[config.mk]
export PLATFORM = sky130hd
export DESIGN_NAME = rr_arbiter_32
export DESIGN_NICKNAME = d
export VERILOG_FILES = /design/src/rtl/rr_arbiter_32.sv
export SDC_FILE = /design/constraint.sdc
export NUM_CORES = 1
export LEC_CHECK = 0
export ABC_AREA = 1
export BUFFER_PORTS_ARGS = -buffer_cell sky130_fd_sc_hd__clkbuf_2
export CAP_MARGIN = 20
export CORE_ASPECT_RATIO = 0.7
export CORE_MARGIN = 4
export CORE_UTILIZATION = 55
export CTS_CLUSTER_DIAMETER = 200
export CTS_CLUSTER_SIZE = 8
export DETAILED_ROUTE_END_ITERATION = 6
export PLACE_DENSITY = 0.82
export SETUP_SLACK_MARGIN = 0.05
export SYNTH_ARGS = -nofsm -noshare
export SYNTH_HDL_FRONTEND = slang
export SYNTH_SLANG_ARGS = --single-unit
[constraint.sdc]
create_clock -name clk -period 5.9 [get_ports clk]
set_input_delay 0.885 -clock clk [delete_from_list [all_inputs] [get_ports clk]]
set_output_delay 0.885 -clock clk [all_outputs]
set_load 0.005 [all_outputs]
[src/rtl/rr_arbiter_32.sv]
// Round-robin arbiter, 32 requesters, grant held until release.
// Ports: clk, rst_n, req, mask, rel -> gnt, gnt_idx, gnt_vld, ptr, tmo.
// Optional forced release: define ARB_TIMEOUT_EN (uses TIMEOUT_CYC).
module rr_arbiter_32 #(
  parameter int N_REQ       = 32,
  parameter int IDX_W       = 6,
  parameter int TIMEOUT_CYC = 255
) (
  input  logic             clk,
  input  logic             rst_n,
  input  logic [N_REQ-1:0] req,
  input  logic [N_REQ-1:0] mask,
  input  logic             rel,
  output logic [N_REQ-1:0] gnt,
  output logic [IDX_W-1:0] gnt_idx,
  output logic             gnt_vld,
  output logic [$clog2(N_REQ)-1:0] ptr,
  output logic             tmo
);

  localparam int PW = $clog2(N_REQ);
  localparam logic [IDX_W-1:0] NONE = IDX_W'(N_REQ);

  if (N_REQ != 32 || IDX_W != 6 ||
      TIMEOUT_CYC < 1 || TIMEOUT_CYC > 255) begin : g_bad
    $error("rr_arbiter_32: unsupported parameters");
  end

  typedef enum logic {
    S_IDLE,
    S_HOLD
  } state_t;

  state_t           r_state;
  logic [N_REQ-1:0] r_gnt;
  logic [IDX_W-1:0] r_idx;
  logic             r_vld;
  logic [PW-1:0]    r_ptr;

  logic [N_REQ-1:0]   w_elig;
  logic [2*N_REQ-1:0] w_dbl;
  logic [N_REQ-1:0]   w_rot;
  logic [PW-1:0]      w_off;
  logic [PW-1:0]      w_win;

  assign w_elig = req & mask;
  // Rotate so the pointer position lands at bit 0, then pick the
  // lowest set bit; adding ptr back wraps modulo 32 for free.
  assign w_dbl  = {w_elig, w_elig};
  assign w_rot  = w_dbl[r_ptr +: N_REQ];

  always_comb begin
    w_off = '0;
    for (int i = N_REQ - 1; i >= 0; i--) begin
      if (w_rot[i]) w_off = PW'(i);
    end
  end

  assign w_win = w_off + r_ptr;

`ifdef ARB_TIMEOUT_EN
  localparam logic [7:0] LIM = 8'(TIMEOUT_CYC - 1);
  logic [7:0] r_cnt;
  logic       r_tmo;
`endif

  always_ff @(posedge clk or negedge rst_n) begin
    if (!rst_n) begin
      r_state <= S_IDLE;
      r_gnt   <= '0;
      r_idx   <= NONE;
      r_vld   <= 1'b0;
      r_ptr   <= '0;
`ifdef ARB_TIMEOUT_EN
      r_cnt   <= '0;
      r_tmo   <= 1'b0;
`endif
    end else begin
`ifdef ARB_TIMEOUT_EN
      r_tmo <= 1'b0;
`endif
      case (r_state)
        S_IDLE: begin
          if (|w_elig) begin
            r_gnt   <= {{(N_REQ-1){1'b0}}, 1'b1} << w_win;
            r_idx   <= IDX_W'(w_win);
            r_vld   <= 1'b1;
            r_state <= S_HOLD;
`ifdef ARB_TIMEOUT_EN
            r_cnt   <= '0;
`endif
          end
        end
        S_HOLD: begin
          if (rel) begin
            r_gnt   <= '0;
            r_idx   <= NONE;
            r_vld   <= 1'b0;
            r_ptr   <= r_idx[PW-1:0] + 1'b1;
            r_state <= S_IDLE;
          end
`ifdef ARB_TIMEOUT_EN
          else if (r_cnt == LIM) begin
            r_gnt   <= '0;
            r_idx   <= NONE;
            r_vld   <= 1'b0;
            r_ptr   <= r_idx[PW-1:0] + 1'b1;
            r_state <= S_IDLE;
            r_tmo   <= 1'b1;
          end else begin
            r_cnt <= r_cnt + 8'd1;
          end
`endif
        end
        default: r_state <= S_IDLE;
      endcase
    end
  end

  assign gnt     = r_gnt;
  assign gnt_idx = r_idx;
  assign gnt_vld = r_vld;
  assign ptr     = r_ptr;
`ifdef ARB_TIMEOUT_EN
  assign tmo     = r_tmo;
`else
  assign tmo     = 1'b0;
`endif

endmodule

* After elaboration in Yosys (flattened, before gate mapping)
Index checks and enable logic that the tools add are counted.
Storage, ports and cells: latch bits 0, register bits after elaboration 45, output and inout port bits 45, logic and storage cells 60, bits of input ports 67, memory bits (writable) 0, bits in read-only memories 0, memories 0
Cells by class: bitwise operators 2, div/mod/pow operators 0, equality and inequality tests 2, $lt $le $gt $ge 0, reduce and logical (&&, ||, !) cells 3, shift operators 2, multiplexer cells 44, add/subtract/negate cells 2, multipliers 0
Operator list (number):
- $mux 5 | 32
- $mux 32 | 2
- $pmux 32 s2 | 1
- $shiftx 64x6->32 | 1
- $and 32x32->32 | 1
- $reduce_or 32->1 | 1
- $shl 1x5->32 const A | 1
- $mux 6 | 2
- $pmux 6 s2 | 1
- $add 5x1->5 const B | 1
- $add 5x5->5 | 1
- $mux 1 | 4
- $ne 2x2->1 const B | 2
- $pmux 1 s2 | 2
- $reduce_and 2->1 | 2
- $not 1->1 | 1

* Depth between registers and ports, before layout
Gate-level depths: netlist of the first run.
depth in word-level cells 38, mapped depth 50, depth with buffers taken out 48

* Least setup slack after synthesis of the first run
OpenSTA, ideal clock, no wires.
kind input port to flip-flop, start input port req[4], end register r_gnt[6], in the netlist gnt[6], cell stages on the path 46, library setup time 0.126 ns, arrival 4.526 ns, path slack 1.248 ns, buffers on the path 1, cell sequence nand2_1 nand2_1 and2_1 o21ai_1 nand2_1 nand3_2 nand3_2 nand2_2 nand2_1 nand2_1 nand2_1 nand2_1 nand2_1 nand2_1 nand2_1 nand2_1 nand2_1 nand2_1 (+10 left out) nand2_1 nand2_1 nand2_1 nand2_1 nand2_1 nand2_1 nand2_1 a21oi_2 ha_1 inv_1 fa_1 o31ai_1 xor2_1 or2_1 nand2_1 inv_2 buf_2 o21ai_0
On the way: longest elaborated chain between the ends 38, elaborated cells on any way between the ends 41
Ends and longest elaborated chain:
- start, declared | line 11 | input logic [N_REQ-1:0] req,
- $and 32x32->32 (*) | line 46 | assign w_elig = req & mask;
- $shiftx 64x6->32 | line 50 | assign w_rot = w_dbl[r_ptr +: N_REQ];
- $mux 5 (32 in series) | line 55 | if (w_rot[i]) w_off = PW'(i);
- $add 5x5->5 | line 59 | assign w_win = w_off + r_ptr;
- $shl 1x5->32 | line 85 | r_gnt <= {{(N_REQ-1){1'b0}}, 1'b1} << w_win;
- $mux 32 | line 84 | if (|w_elig) begin
- $pmux 32 s2 | line 82 | case (r_state)
- end signal, assigned | line 85
- end, declared | line 35 | logic [N_REQ-1:0] r_gnt;
Every way passes the cells marked *; elsewhere a longest branch is shown, timed or not. The select of a mux whose other input is x is not followed. A chain may end at the register's enable or synchronous reset.

* Final worst setup path of the first run
start input port req[4], end register r_gnt[27], in the netlist gnt[27]
Same word-level chain as after synthesis.

==> run_results.csv, run 1 <==
group,metric,value,unit
status,outcome,"completed",
placement,dp_hpwl,12600,µm
global_route,grt_pass1_vias,5208,
routing,firstDrtPassIters,5,
cts,clock_latency,0.29,ns
floorplanning,fp.dieW,118,µm
logic_synthesis,yosysWarningCount,0,
floorplanning,die_height,85.0,µm
placement,placed_cell_area,5190,µm²
cts,cts_setup_buffers,0,
cts,htree_levels,2,
routing,vias_per_cell,5.87,
global_route,grt_pass1_wl,25900,µm
power,irDropWorstVdd,0.000370,V
routing,totalWireLength,15900,µm
global_route,overflow,0,
routing,postRouteAntennaNets,0,
critical_path,max_stage_delay,0.43,ns
critical_path,path_buf_inv,3,
critical_path,worstPathMaxFanout,17,
logic_synthesis,yosysTopAreaCellShare,23.6,%
routing,num_vias,5723,
routing,drt_iter0_markers,728,
critical_path,end_kind,"flop",
logic_synthesis,syn_avg_cell_area,5.92,µm²
cts,cts_tree,"built",
layout,syn_to_final_growth,15.3,%
job,max_cap_violations,0,
logic_synthesis,synth_nets,860,
power,p_sw_share,59.6,%
cts,cts.sinks,45,
logic_synthesis,synth_cells,787,
global_route,grtUsageMet3,9.06,%
layout,final_nets,946,
global_route,grtUsageMet2,45.0,%
logic_synthesis,yosys.area.top_type,"dfrtp_1",
critical_path,crit_required,6.07,ns
cts,cts-root-buf,"clkbuf_16",
sta,maxSlewViolCount,0,
logic_synthesis,synthFlopType,"dfrtp_1",
logic_synthesis,yosysUniqueCellTypes,42,
logic_synthesis,netlist_area,4660,µm²
routing,drc,0,
sta,max_freq,189,MHz
logic_synthesis,synth_edf_count,0,
power,pwr-share-comb,79.1,%
floorplanning,core-area,8040,µm²
layout,design_area,5370,µm²
logic_synthesis,ys_seq_area_share,24.2,%
sta,rsz0062_at_grt,"false",
cts,clkTransAtPathRegs,0.07,ns
logic_synthesis,yosys-top-cells-area,"dfrtp_1, nand2_1, nand3_1, o21ai_0, inv_1",
global_route,busiest_layer,"met1",
critical_path,cp-start-kind,"primary input",
layout,post-route-util,66.8,%
sta,skew,0.00449,ns
layout,diodes,0,
global_route,grtUsageTotal,31.7,%
cts,cts_made_buffers,5,
power,p_per_area,698,nW/µm²
floorplanning,initial_core_util,58.0,%
floorplanning,std_cell_rows,27,
sta,max_slew_margin,52.9,%
critical_path,cp_slowest_cell,"fa_1",
placement,place.gp.congestion,0.949,
placement,port-buffer-count,110,
critical_path,cp_common_cell,"nand2_1",
critical_path,crit_arrival,5.48,ns
sta,hold_viol_final,0,
sta,setup_violations,0,
sta,tightestPinTransition,0.704,ns
power,seq_power_share,12.0,%
power,power.switching,2.24,mW
power,p_int,1.51,mW
logic_synthesis,synth-seq-cells,45,
sta,fin_setup_tns,0,ns
power,p_clk_share,8.9,%
global_route,grt_antenna_before_repair,0,
critical_path,criticalPathCategory,"in -> reg",
cts,clockBufferDepth,2,
global_route,met1_usage,48.1,%
critical_path,critPathTopFamily,"simple AND/OR/NAND/NOR gates",
logic_synthesis,async_reset_ff_share,100,%
power,leakagePower,2.94,nW
global_route,grt_max_degree,46,
sta,timing.final.crit_period,5.30,ns
floorplanning,die_area,10000,µm²
layout,drive_gt1_share,18.0,%
worst_hold_path,min_path_type,"reg -> reg",
routing,wire_per_inst,16.3,µm
floorplanning,ios,112,
sta,period_share,89.9,%
-- registers in the layout, indices dropped and copies added, names as in the netlist --
| register | flops |
|---|---|
| r_state | 1 |
| gnt_vld | 1 |
| gnt_idx | 6 |
| ptr | 5 |
| gnt | 32 |
-- worst register-to-register path: cells and delay by family (launching register included) --
family / cells / cell delay [ns]
flops: 1 / 0.45
compound gates: 3 / 0.51
xor+xnor: 1 / 0.12
simple gates: 38 / 2.90
fa+ha+maj: 2 / 0.60
buf+inv: 3 / 0.53
-- synthesized netlist by cell type, drive strengths merged, types with 2 or more instances --
master / number
o31ai: 6
o21a: 4
nor2: 16
nand2: 290
or2: 7
o211ai: 2
clkbuf: 16
nor3: 9
xor2: 3
inv: 51
ha: 5
buf: 28
nor4: 3
mux2i: 2
nand4: 9
o21ai: 90
a31oi: 6
a21oi: 8
o22ai: 5
dfrtp: 44
clkinv: 2
nand3: 166
and2: 9
-- final cells by class --
type	instances	area (µm²)
fillers	730	2670
multi-input cells	645	3080
flip-flops and latches	45	1130
clock buffers	5	125
well taps	101	126
inverters	53	211
clock inverters	3	50.0
repair buffers	123	652
-- logic make-up after synthesis --
logic type	share of synthesized area [%]
AO/OA/AOI/OAI	14.9
XOR/XNOR	0.564
adder cells (fa/ha/maj)	1.77
buffers and inverters	9.72
flip-flops	24.2
multiplexers	0.430
other	0.0805
AND/OR/NAND/NOR	48.4
-- worst paths after layout --
| check | start | endpoint | slack, ns | depth (start not counted) |
|---|---|---|---|---|
| max in group asynchronous | rst_n | ptr[0] | 4.81 | 2 |
| min | gnt_idx[5] | gnt_idx[5] | 0.49 | 2 |
| max reg2reg | ptr[0] | gnt[27] | 0.68 | 47 |
| max | req[4] | gnt[27] | 0.60 | 47 |
| min in group asynchronous | rst_n | gnt[6] | 0.66 | 2 |
| min reg2reg | gnt_idx[5] | gnt_idx[5] | 0.49 | 2 |
-- metrics by stage --
stage	power, mW	instances	worst slack, ns	hold slack, ns
finish	3.75	975	0.596	0.487
global route	4.16	975	0.0700	0.484
CTS	3.66	975	0.570	0.484
detailed placement	3.30	967	0.275	0.465
global placement	3.26	967	0.487	0.451
floorplan	2.64	787	1.25	0.453
-- power groups by stage --
stage / clock, mW / combinational (mW) / sequential [mW]
after global placement: 0 / 2.82 / 0.445
after floorplan: 0 / 2.19 / 0.443
after detailed placement: 0 / 2.86 / 0.448
after global routing: 0.356 / 3.34 / 0.460
final: 0.334 / 2.97 / 0.449
after CTS: 0.337 / 2.88 / 0.444
-- timing repair --
item | CTS | global route
resized for setup | 0 | 5
endpoints found under the setup margin | 0 | 7
hold buffers | 0 | 0
-- layout by cell type, fill, tap and decap left out, drive strengths merged, types with 5 or more instances in the layout --
cell and count:
nand2 290, nand3 166, clkbuf 115, a31oi 6
a21oi 8, dfrtp 44, o22ai 5, and2 9
o21ai 90, buf 13, nand4 9, or2 7
nor2 16, ha 5, inv 51, nor3 9
o31ai 6
-- routing by layer --
layer,vias to the layer above,share of wire (%)
met5,-,0
met4,0,1.3
met3,21,12
met2,291,41
met1,2611,46
li1,2800,-
Power figures use the tool's default switching activity.
==> run 2, diff against run 1 <==
- CORE_UTILIZATION: 55 -> 29
- PLACE_DENSITY: 0.82 -> default
==> run_results.csv, run 2 (synthesis gave the netlist of run 1 again) <==
group,metric,value,unit
cts,hold_buffers,0,
power,pwr-share-comb,79.8,%
sta,period_share,88.2,%
floorplanning,die_height,114,µm
critical_path,startpoint,"req[9]",
global_route,grt_antenna_before_repair,0,
routing,wire_per_inst,14.2,µm
global_route,grt_max_degree,46,
sta,skew,0.00969,ns
critical_path,max_stage_delay,0.44,ns
floorplanning,std_cell_rows,38,
power,p_per_area,664,nW/µm²
power,p_sw_share,59.1,%
cts,clkTransAtPathRegs,0.06,ns
floorplanning,core-area,15600,µm²
sta,max_slew_margin,50.4,%
layout,diodes,0,
routing,vias_per_cell,5.07,
routing,num_vias,5478,
sta,fin_setup_tns,0,ns
routing,drc,0,
global_route,overflow,0,
critical_path,cp_common_cell,"nand2_1",
job,max_cap_violations,0,
worst_hold_path,min_path_type,"reg -> reg",
floorplanning,fp.dieW,160,µm
cts,cts_made_buffers,5,
sta,rsz0062_at_grt,"false",
sta,tightestPinTransition,0.737,ns
critical_path,crit_arrival,5.40,ns
placement,port-buffer-count,110,
layout,layout_commonest_cell,"nand2_1",
floorplanning,die_area,18200,µm²
routing,totalWireLength,15300,µm
floorplanning,initial_core_util,29.8,%
power,p_total,3.67,mW
routing,firstDrtPassIters,5,
sta,setup_violations,0,
routing,postRouteAntennaNets,0,
global_route,grt_pass1_wl,25300,µm
cts,cts-root-buf,"clkbuf_16",
power,power.switching,2.17,mW
placement,dp_hpwl,12100,µm
worst_hold_path,hp-start,"gnt_idx[5]",
layout,drive_gt1_share,18.5,%
critical_path,cp_slowest_cell,"fa_1",
power,irDropWorstVdd,0.000289,V
layout,final_cell_mix,"nand2_1, nand3_1, clkbuf_2",
power,seq_power_share,12.4,%
layout,largest_register_ffs,32,
critical_path,worstPathMaxFanout,6,
power,p_clk_share,7.8,%
cts,cts.sinks,45,
cts,cts_tree,"built",
critical_path,worstReg2RegStart,"ptr[0]",
sta,maxSlewViolCount,0,
global_route,grt_pass1_vias,5047,
cts,clockBufferDepth,2,
critical_path,crit_required,6.10,ns
power,p_int,1.50,mW
status,outcome,"completed",
sta,hold_viol_final,0,
cts,clock_latency,0.29,ns
routing,drt_iter0_markers,470,
critical_path,cp-start-kind,"primary input",
layout,syn_to_final_growth,18.5,%
critical_path,end_kind,"flop",
sta,timing.final.crit_period,5.20,ns
placement,place.gp.congestion,0.921,
global_route,grtUsageTotal,16.6,%
sta,max_freq,192,MHz
layout,final_nets,952,
cts,htree_levels,2,
floorplanning,ios,112,
critical_path,criticalPathCategory,"in -> reg",
power,leakagePower,2.96,nW
-- run 2: cell types whose count changed in the layout (fill, tap and decap cells not counted), sizes merged --
cell	change
clkbuf	+2
buf	+5
clkinv	+2
inv	-1
clkinvlp	-1
bufinv	-1
-- run 2: layer usage --
metal | global-route usage [%] | wire [µm] | up-vias
met1 | 25.5 | 7720 | 2457
met4 | 2.31 | 123 | 0
met3 | 2.45 | 1220 | 14
li1 | - | - | 2817
met5 | 0 | 0 | -
met2 | 25.1 | 6270 | 190
-- run 2: power groups by stage --
stage / Sequential, mW / Combinational [mW] / Clock (mW)
floorplan: 0.443 / 2.19 / 0
global placement: 0.463 / 2.86 / 0
detailed placement: 0.461 / 2.86 / 0
CTS: 0.457 / 2.88 / 0.290
global route: 0.466 / 3.36 / 0.303
finish: 0.456 / 2.93 / 0.285
-- run 2: metrics by stage --
stage               instance area, µm²  hold slack [ns]  util, %  worst slack, ns  instances
global route                      5520            0.497     35.3           0.0515       1080
global placement                  5340            0.456     34.1            0.470       1069
CTS                               5490            0.466     35.1            0.390       1077
floorplan                         4660            0.453        -             1.25        787
finish                            5520            0.463     35.3            0.697       1080
detailed placement                5340            0.458     34.1            0.325       1069
-- run 2: cell type report --
| class | instances | area (µm²) |
|---|---|---|
| Inverter | 53 | 214 |
| Clock inverter | 2 | 13.8 |
| Sequential cell | 45 | 1130 |
| Timing Repair Buffer | 129 | 691 |
| Tap cell | 200 | 250 |
| Multi-Input combinational cell | 645 | 3090 |
| Clock buffer | 6 | 139 |
| Fill cell | 1737 | 10100 |
-- run 2: final timing paths --
kind,to,slack (ns),cells past startpoint
max,gnt[11],0.70,46
min,gnt_idx[5],0.46,2
max reg2reg,gnt[11],0.73,45
min reg2reg,gnt_idx[5],0.46,2
max in group asynchronous,ptr[0],4.78,2
min in group asynchronous,gnt[7],0.68,2
-- run 2: critical path: cells and delay by family --
kind / cells / cell delay (ns)
AOI/OAI and AO/OA: 3 / 0.68
adders and majority gates: 2 / 0.61
buffers and inverters: 3 / 0.27
and+or+nand+nor: 38 / 2.98
-- run 2: timing repair --
action                                  in CTS  in global routing
gates resized for setup                      0                  6
buffers inserted                             0                  3
endpoints found under the setup margin       0                 33
==> run 3, diff against run 2 <==
- RECOVER_POWER: default -> 100
==> run_results.csv, run 3 (synthesis gave the netlist of run 1 again) <==
group,metric,value,unit
status,outcome,"complete, but fails checks",
status,violations,"capacitance limit, slew limit",
global_route,grt_antenna_before_repair,0,
cts,clockBufferDepth,2,
cts,clkTransAtPathRegs,0.06,ns
cts,cts-root-buf,"clkbuf_16",
critical_path,worstPathMaxFanout,6,
critical_path,criticalPathCategory,"in -> reg",
layout,diodes,0,
sta,fin_setup_tns,0,ns
global_route,overflow,0,
routing,vias_per_cell,5.11,
cts,htree_levels,2,
floorplanning,initial_core_util,29.8,%
routing,drc,0,
critical_path,worst_r2r_path_depth,45,
placement,port-buffer-count,110,
global_route,grt_max_degree,46,
routing,drt_iter0_markers,438,
layout,final_cell_mix,"nand2_1, nand3_1, clkbuf_2",
cts,cts.sinks,45,
critical_path,crit_required,6.09,ns
layout,multi_input_area,3080,µm²
global_route,grtUsageTotal,16.6,%
sta,rsz0062_at_grt,"false",
critical_path,cp_slowest_cell,"fa_1",
floorplanning,die_height,114,µm
critical_path,endpoint,"gnt[11]",
critical_path,ff2ff_setup_slack,0.71,ns
sta,tightestPinTransition,2.42,ns
sta,setup_violations,0,
global_route,grt_pass1_wl,25300,µm
layout,design_area,5480,µm²
layout,ff_latch_area,1130,µm²
worst_hold_path,min_path_type,"reg -> reg",
placement,place.gp.congestion,0.921,
placement,dp_cells,1069,
layout,nFillCells,1752,
cts,cts_tree,"built",
layout,syn_to_final_growth,17.5,%
floorplanning,die_area,18200,µm²
sta,max_freq,191,MHz
critical_path,end_kind,"flop",
power,p_per_area,666,nW/µm²
power,leakagePower,2.85,nW
sta,finalWorstSetupSlack,0.677,ns
layout,final_nets,952,
routing,num_vias,5524,
job,max_cap_violations,1,
floorplanning,core-area,15600,µm²
routing,totalWireLength,15300,µm
floorplanning,std_cell_rows,38,
critical_path,rr_endpoint,"gnt[11]",
routing,wire_per_inst,14.2,µm
layout,largest_register_ffs,32,
layout,instances_no_fill,1080,
sta,skew,0.00907,ns
routing,postRouteAntennaNets,0,
power,irDropWorstVdd,0.000305,V
critical_path,max_stage_delay,0.44,ns
layout,layout_commonest_cell,"nand2_1",
floorplanning,fp.dieW,160,µm
critical_path,cp-start-kind,"primary input",
placement,place_ws,0.325,ns
layout,drive_gt1_share,14.9,%
placement,dp_hpwl,12100,µm
critical_path,worstReg2RegStart,"ptr[0]",
placement,placed_cell_area,5340,µm²
critical_path,cp_common_cell,"nand2_1",
sta,timing.final.crit_period,5.22,ns
sta,hold_viol_final,0,
cts,hold_buffers,0,
cts,cts_made_buffers,5,
cts,clock_latency,0.29,ns
critical_path,startpoint,"req[9]",
floorplanning,ios,112,
sta,hold_ws,0.475,ns
routing,firstDrtPassIters,5,
sta,period_share,88.5,%
global_route,grt_pass1_vias,5047,
critical_path,crit_arrival,5.41,ns
sta,max_slew_margin,-61.6,%
sta,maxSlewViolCount,46,
## run 3: cell types whose count changed in the layout (fill, tap and decap cells not counted), sizes merged
cell    delta
buf        -3
clkbuf     +3
## run 3: power by group
| part | internal [mW] | switching (mW) |
|---|---|---|
| clock | 0.168 | 0.116 |
| sequential | 0.389 | 0.0662 |
| combinational | 0.923 | 1.99 |
## run 3: what timing repair did
action                                  4_1_cts  5_1_grt
gates resized for setup                       0        6
endpoints found under the setup margin        0       33
buffers inserted                              0        3
## run 3: how the worst min path moves through the flow
stage          startpoint    endpoint  cells past startpoint
6_report       gnt_idx[5]  gnt_idx[5]                      2
5_1_grt        gnt_idx[5]  gnt_idx[5]                      2
4_1_cts        gnt_idx[5]  gnt_idx[5]                      2
3_5_place_dp   gnt_idx[5]  gnt_idx[5]                      2
3_3_place_gp   gnt_idx[5]  gnt_idx[5]                      2
2_1_floorplan  gnt_idx[5]  gnt_idx[5]                      2
## run 3: critical path, delay by kind of cell
| kind | cells | cell delay, ns |
|---|---|---|
| compound gates | 3 | 0.70 |
| fa+ha+maj | 2 | 0.62 |
| buf+inv | 3 | 0.27 |
| simple gates | 38 | 2.94 |
## run 3: per-stage QoR
stage,utilization [%],power [mW]
global route,35.0,4.10
floorplan,-,2.64
CTS,35.1,3.63
global placement,34.1,3.32
finish,35.0,3.65
detailed placement,34.1,3.32
## run 3: layer usage
metal | routed length [µm] | global-route usage [%] | vias to the layer above
met5 | 0 | 0 | -
met1 | 7840 | 25.5 | 2486
met4 | 140 | 2.31 | 0
met3 | 1090 | 2.45 | 16
met2 | 6280 | 25.1 | 204
li1 | - | - | 2818
## run 3: final cells by class
class,count,share of cell area (%)
Clock buffer,6,2.54
Timing Repair Buffer,129,11.8
Tap cell,200,4.57
Sequential cell,45,20.7
Clock inverter,2,0.251
Multi-Input combinational cell,645,56.3
Inverter,53,3.91
